<file path="src/rtl/iter_mul_div_unit.sv">
// Multi-cycle multiply/divide unit: shift-add multiply and restoring divide, one bit per cycle.
// Results land in a HI/LO pair held in dedicated output registers until the next completion.
module iter_mul_div_unit #(
   parameter int DATA_WIDTH = 32,
   parameter int CNT_WIDTH  = $clog2(DATA_WIDTH) + 1
) (
   input  logic                  clk,
   input  logic                  rst,
   input  logic                  flush,
   input  logic                  req_valid,
   output logic                  req_ready,
   input  logic [1:0]            req_op,
   input  logic [DATA_WIDTH-1:0] req_a,
   input  logic [DATA_WIDTH-1:0] req_b,
   output logic                  resp_valid,
   input  logic                  resp_ready,
   output logic [DATA_WIDTH-1:0] resp_hi,
   output logic [DATA_WIDTH-1:0] resp_lo,
   output logic                  resp_div_zero,
   output logic                  busy
);

   localparam int W = DATA_WIDTH;

   localparam logic [1:0] IDLE = 2'd0;
   localparam logic [1:0] RUN  = 2'd1;
   localparam logic [1:0] DONE = 2'd2;

   logic [1:0]           state;
   logic [CNT_WIDTH-1:0] cnt;
   logic                 isDiv;
   logic                 negLo;
   logic                 negHi;
   logic                 divZero;
   logic [W-1:0]         accHi;
   logic [W-1:0]         accLo;
   logic [W-1:0]         opB;
   logic [W-1:0]         respHiQ;
   logic [W-1:0]         respLoQ;
   logic                 respDzQ;

   logic [W-1:0]   absA;
   logic [W-1:0]   absB;
   logic           reqSigned;
   logic [W:0]     mulSum;
   logic [W:0]     divShift;
   logic [W:0]     divTrial;
   logic           divGe;
   logic [W-1:0]   stepHi;
   logic [W-1:0]   stepLo;
   logic [2*W-1:0] prodNeg;
   logic [W-1:0]   finalHi;
   logic [W-1:0]   finalLo;

   always_comb begin
      reqSigned = req_op[0];
      absA      = (reqSigned && req_a[W-1]) ? -req_a : req_a;
      absB      = (reqSigned && req_b[W-1]) ? -req_b : req_b;

      // Multiply: accLo holds the shifting multiplier, product bits enter from the top.
      mulSum = {1'b0, accHi} + (accLo[0] ? {1'b0, opB} : {(W + 1){1'b0}});

      // Divide: partial remainder in accHi, quotient bits shift into accLo.
      divShift = {accHi, accLo[W-1]};
      divGe    = divShift >= {1'b0, opB};
      divTrial = divShift - {1'b0, opB};

      if (isDiv) begin
         stepHi = divGe ? divTrial[W-1:0] : divShift[W-1:0];
         stepLo = {accLo[W-2:0], divGe};
      end else begin
         stepHi = mulSum[W:1];
         stepLo = {mulSum[0], accLo[W-1:1]};
      end

      prodNeg = -{stepHi, stepLo};
      if (isDiv) begin
         finalHi = negHi ? -stepHi : stepHi;
         finalLo = negLo ? -stepLo : stepLo;
      end else if (negLo) begin
         finalHi = prodNeg[2*W-1:W];
         finalLo = prodNeg[W-1:0];
      end else begin
         finalHi = stepHi;
         finalLo = stepLo;
      end
   end

   always_ff @(posedge clk) begin
      if (rst) begin
         state   <= IDLE;
         cnt     <= '0;
         isDiv   <= 1'b0;
         negLo   <= 1'b0;
         negHi   <= 1'b0;
         divZero <= 1'b0;
         accHi   <= '0;
         accLo   <= '0;
         opB     <= '0;
         respHiQ <= '0;
         respLoQ <= '0;
         respDzQ <= 1'b0;
      end else if (flush) begin
         state <= IDLE;
      end else begin
         case (state)
            IDLE: begin
               if (req_valid) begin
                  state   <= RUN;
                  cnt     <= CNT_WIDTH'(W);
                  isDiv   <= req_op[1];
                  // negLo: product or quotient sign; negHi: remainder sign.
                  negLo   <= reqSigned && (req_a[W-1] ^ req_b[W-1]);
                  negHi   <= reqSigned && req_a[W-1];
                  divZero <= req_op[1] && (req_b == '0);
                  // On divide-by-zero accHi carries the raw dividend through to HI.
                  accHi   <= (req_op[1] && (req_b == '0)) ? req_a : '0;
                  accLo   <= absA;
                  opB     <= absB;
               end
            end
            RUN: begin
               if (divZero) begin
                  respHiQ <= accHi;
                  respLoQ <= '1;
                  respDzQ <= 1'b1;
                  state   <= DONE;
               end else begin
                  accHi <= stepHi;
                  accLo <= stepLo;
                  cnt   <= cnt - CNT_WIDTH'(1);
                  if (cnt == CNT_WIDTH'(1)) begin
                     respHiQ <= finalHi;
                     respLoQ <= finalLo;
                     respDzQ <= 1'b0;
                     state   <= DONE;
                  end
               end
            end
            DONE: begin
               if (resp_ready) begin
                  state <= IDLE;
               end
            end
            default: state <= IDLE;
         endcase
      end
   end

   assign req_ready     = (state == IDLE);
   assign resp_valid    = (state == DONE);
   assign busy          = (state != IDLE);
   assign resp_hi       = respHiQ;
   assign resp_lo       = respLoQ;
   assign resp_div_zero = respDzQ;

endmodule

</file>
<file path="config.mk">
export PLATFORM = sky130hd
export DESIGN_NAME = iter_mul_div_unit
export DESIGN_NICKNAME = d
export VERILOG_FILES = /design/src/rtl/iter_mul_div_unit.sv
export SDC_FILE = /design/constraint.sdc
export NUM_CORES = 1
export LEC_CHECK = 0
export ABC_CLOCK_PERIOD_IN_PS = 11900
export CORE_UTILIZATION = 28
export CTS_BUF_LIST = sky130_fd_sc_hd__clkbuf_8
export DETAILED_ROUTE_END_ITERATION = 8
export PLACE_DENSITY = 0.48
export SYNTH_ARGS = -nofsm -noshare
export SYNTH_HDL_FRONTEND = slang
export SYNTH_SLANG_ARGS = --single-unit
</file>
<file path="constraint.sdc">
create_clock -name clk -period 11.9 [get_ports clk]
set_input_delay 3.57 -clock clk [delete_from_list [all_inputs] [get_ports clk]]
set_output_delay 3.57 -clock clk [all_outputs]
set_load 0.02 [all_outputs]
</file>
==> impl_results.rst <==
.. list-table::
   :header-rows: 1

   * - Metric
     - Value
   * - Clock Skews
     - 0.0310 ns
   * - Share of the clock period used by the worst path
     - 57.8%
   * - Post-layout min period
     - 6.88 ns
   * - Maximum resistive drop on vdd
     - 0.0000912 V
   * - Synth-to-layout area growth
     - 15.4%
   * - #FFs+latches synth
     - 173
   * - Count of inserted antenna diode cells
     - 0
   * - Quantity of gates resized following cts
     - 0
   * - Footprint of the flip-flops and latches
     - 3470 sq um
   * - Setup repair after global routing missed its margin
     - no
   * - Number of detailed-route iterations in the first pass
     - 6
   * - Post-synthesis cell type count
     - 96
   * - Clock latency of the later-clocked register in the worst-skew pair
     - 0.60 ns
   * - Post-Place Worst Slack
     - 4.48 ns
   * - Filler instances
     - 6017
   * - Post-synthesis net count
     - 2295
   * - Clk sink count
     - 173
   * - Number of buffers inserted by port buffering
     - 138
   * - Number of max-slew violations in the final report
     - 0
   * - Row count
     - 86
   * - Horizontal die dimension
     - 238 microns
   * - Top_reg_cell synth
     - sky130_fd_sc_hd__dfxtp_1
   * - CTS Buffer Depth
     - 2
   * - Total routing resource utilization after global routing
     - 23.6%
   * - Post-route antenna net violation count
     - 0
   * - Initial DRC Count
     - 1679
   * - Remaining Overflow, GRT
     - 0
   * - YS warnings
     - 0
   * - Number of buffer and inverter instances along the worst setup path
     - 2
   * - Post-synthesis average cell area
     - 7.22 sq um
   * - Total half-perimeter wirelength after legalization and detailed placement
     - 51.4 mm
   * - Number of global-route vias before repair
     - 15822
   * - Vias/cell
     - 5.68
   * - Pleak
     - 6.41 nW
   * - Top layer reached by signal wires
     - met4
   * - Net count, final
     - 2345
   * - Peak fanout along the critical path
     - 32
   * - Worst reg-to-reg setup slack
     - 5.28 ns
   * - Die area
     - 56500 sq um
   * - Worst max-slew margin expressed relative to the limit
     - 13.8%
   * - Initial core utilization
     - 28.3%
   * - Sequence of cells on the critical path
     - clkdlybuf4s50_1 -> nor3_1 -> nand2_1 -> or3_1 -> nor3_1 -> nand2b_1 -> nor2_1 -> nand2_1 -> nor4b_1 -> and3_1 -> buf_4 -> a221oi_1 -> a211oi_1
   * - Crit Path Class
     - in -> reg
   * - Number of levels the H-tree was split into
     - 4
   * - Share of cells above drive strength 1
     - 5.74%
   * - Num CTS Buffers
     - 17
   * - Overall power
     - 1.94 mW
   * - Worst path required time
     - 12.41 ns
   * - Slowest cell on the critical path
     - sky130_fd_sc_hd__nor4b_1
   * - RePlAce Congestion
     - 1.00
   * - CP peak stage delay
     - 0.91 ns
   * - Post-Synthesis Cells
     - 2152
   * - Worst hold path class
     - reg -> reg
   * - Slew @ Worst Pin
     - 1.26 ns
   * - Antenna violations before repair
     - 0
   * - Routed length on met2
     - 29.3 mm
   * - Run status
     - finished, final reports clean
   * - Wire length of the first global-routing pass
     - 101 mm
   * - Count of endpoints failing hold in the final timing report
     - 0
   * - Total power per unit cell area
     - 108 nW/um^2
   * - Routed length on met3
     - 4.09 mm
   * - Total of endpoints with negative setup slack in the final report
     - 0
   * - Sequential element share of the synthesized area
     - 22.3%
   * - EDFF count, synth
     - 0
   * - Drt wl/cell
     - 22.7 microns
   * - Clock transition at the register clock pins on the worst setup and hold paths after CTS
     - 0.12 ns
   * - Top-level port count
     - 139
   * - Aggregate routed wire length
     - 67.3 mm
   * - Async S/R FF share, synth
     - 0%
   * - Pin count of the biggest net entering global routing
     - 78
   * - Chip height
     - 238 microns
   * - Setup Buffers After CTS
     - 0
   * - Drt drc
     - 0
   * - M1 WL
     - 31.4 mm
   * - Fin worst setup slack
     - 5.02 ns
   * - Max-capacitance violation count
     - 0
   * - Library cell used as clock root buffer
     - sky130_fd_sc_hd__clkbuf_8
   * - Area used by multi-input combinational logic
     - 11200 sq um
   * - Area of the placeable core
     - 55000 sq um
   * - Sort of element at the start of the critical path
     - input pin
   * - Kind of cell with the highest combined delay on the critical path
     - simple AND/OR/NAND/NOR gates
   * - Fmax
     - 0.145 GHz
   * - Worst EP arrival
     - 7.40 ns
   * - Mapped cell area
     - 15500 sq um
   * - Number of vias in the routed layout
     - 16813
   * - TritonCTS clock tree
     - built
   * - TNS Setup
     - 0 ns
   * - Crit end category
     - register
   * - Cts-stage hold buffer count
     - 0
==> per-stage QoR <==
stage	utilization [%]	cells	cell area, sq um	hold slack, ns
2_1_floorplan	-	2152	15500	0.443
3_3_place_gp	31.9	2931	17500	0.454
3_5_place_dp	31.9	2931	17500	0.463
4_1_cts	32.6	2962	17900	0.479
5_1_grt	32.6	2962	17900	0.485
6_report	32.6	2962	17900	0.485
==> report_power, final <==
group | switching (mW) | total, mW | internal, mW | leakage [nW]
Combinational | 0.528 | 0.801 | 0.273 | 4.79
Clock | 0.266 | 0.485 | 0.219 | 0.205
Sequential | 0.0453 | 0.650 | 0.605 | 1.41
Total | 0.839 | 1.94 | 1.10 | 6.41
==> Yosys cell counts (19+ instances only) <==
master	instances	share of area, %
sky130_fd_sc_hd__a31oi_1	20	0.80
sky130_fd_sc_hd__clkbuf_1	100	2.4
sky130_fd_sc_hd__nor4_1	20	0.80
sky130_fd_sc_hd__o211ai_1	46	2.2
sky130_fd_sc_hd__ha_1	70	5.6
sky130_fd_sc_hd__inv_1	76	1.8
sky130_fd_sc_hd__mux2i_1	37	2.4
sky130_fd_sc_hd__a21o_1	20	0.97
sky130_fd_sc_hd__a21oi_1	250	8.0
sky130_fd_sc_hd__nand2_1	199	4.8
sky130_fd_sc_hd__nor3_1	105	3.4
sky130_fd_sc_hd__buf_2	19	0.61
sky130_fd_sc_hd__nand3_1	35	1.1
sky130_fd_sc_hd__dfxtp_1	173	22
sky130_fd_sc_hd__a221oi_1	23	1.3
sky130_fd_sc_hd__nand4_1	24	0.97
sky130_fd_sc_hd__o21ai_0	143	4.6
sky130_fd_sc_hd__and2_1	40	1.6
sky130_fd_sc_hd__xnor2_1	84	4.7
sky130_fd_sc_hd__xor2_1	65	3.7
sky130_fd_sc_hd__a211oi_1	49	2.4
sky130_fd_sc_hd__nor2_1	205	4.9
==> metal layers <==
layer,GRT usage [%],vias up
met2,36.7,614
met4,8.93,0
met5,0,-
li1,-,8031
met3,4.10,94
met1,32.4,8074
==> worst min-delay path, stage by stage (launching register included) <==
cell	delay, ns
sky130_fd_sc_hd__dfxtp_1	0.34
sky130_fd_sc_hd__nand2_1	0.06
sky130_fd_sc_hd__a21oi_1	0.05
==> logic make-up after synthesis <==
logic type,after synthesis,share of synthesized area (%)
flops,173,22.3
compound gates,749,31.4
mux,49,3.25
xor+xnor,149,8.39
simple gates,748,23.1
buf+inv,212,5.63
fa+ha+maj,72,5.89
==> final cells by class <==
cell class	count	share of cell area, %
Timing Repair Buffer	167	8.90
Sequential cell	173	19.3
Multi-Input combinational cell	1767	62.6
Inverter	76	1.59
Tap cell	748	5.22
Clock buffer	19	1.46
Clock inverter	12	0.892
==> flip-flops by register name, summed over array words and instances, names as in the netlist <==
| signal | flops |
|---|---|
| opB | 32 |
| accLo | 32 |
| resp_div_zero | 1 |
| divZero | 1 |
| negHi | 1 |
| accHi | 32 |
| state | 2 |
| resp_hi | 32 |
| isDiv | 1 |
| resp_lo | 32 |
| negLo | 1 |
| cnt | 6 |
==> cell usage in the layout, fill, tap and decap left out, types with 9 or more instances in the layout <==
cell and instances:
sky130_fd_sc_hd__xor2_1 65, sky130_fd_sc_hd__xnor2_1 84, sky130_fd_sc_hd__inv_1 76, sky130_fd_sc_hd__o21ai_0 143, sky130_fd_sc_hd__a211oi_1 49, sky130_fd_sc_hd__a21o_1 20
sky130_fd_sc_hd__mux2_2 12, sky130_fd_sc_hd__or2_2 9, sky130_fd_sc_hd__nor3b_1 10, sky130_fd_sc_hd__nor2b_1 16, sky130_fd_sc_hd__or4_1 12, sky130_fd_sc_hd__dfxtp_1 172
sky130_fd_sc_hd__clkdlybuf4s50_1 137, sky130_fd_sc_hd__o21a_1 15, sky130_fd_sc_hd__ha_1 70, sky130_fd_sc_hd__o31ai_1 18, sky130_fd_sc_hd__and2_1 40, sky130_fd_sc_hd__nand2_1 199
sky130_fd_sc_hd__nor4_1 20, sky130_fd_sc_hd__o21ai_1 17, sky130_fd_sc_hd__a311oi_1 10, sky130_fd_sc_hd__nor3_1 102, sky130_fd_sc_hd__or3_1 15, sky130_fd_sc_hd__a31oi_1 20
sky130_fd_sc_hd__buf_4 30, sky130_fd_sc_hd__a21oi_1 250, sky130_fd_sc_hd__o211ai_1 46, sky130_fd_sc_hd__nand2b_1 15, sky130_fd_sc_hd__clkbuf_8 19, sky130_fd_sc_hd__mux2i_1 37
sky130_fd_sc_hd__o21bai_1 10, sky130_fd_sc_hd__o41ai_1 9, sky130_fd_sc_hd__nand3_1 35, sky130_fd_sc_hd__nand4_1 24, sky130_fd_sc_hd__and3_1 12, sky130_fd_sc_hd__nor2_1 203
sky130_fd_sc_hd__a221oi_1 23, sky130_fd_sc_hd__o221ai_1 10
==> final timing paths <==
kind | start | end | cells past startpoint
setup / recovery | req_b[10] | accHi[13] | 13
hold / removal | accLo[26] | accLo[26] | 2
setup reg to reg | accHi[2] | resp_hi[26] | 21
hold reg to reg | accLo[26] | accLo[26] | 2
Note: power is estimated with default switching activity, not from simulation.
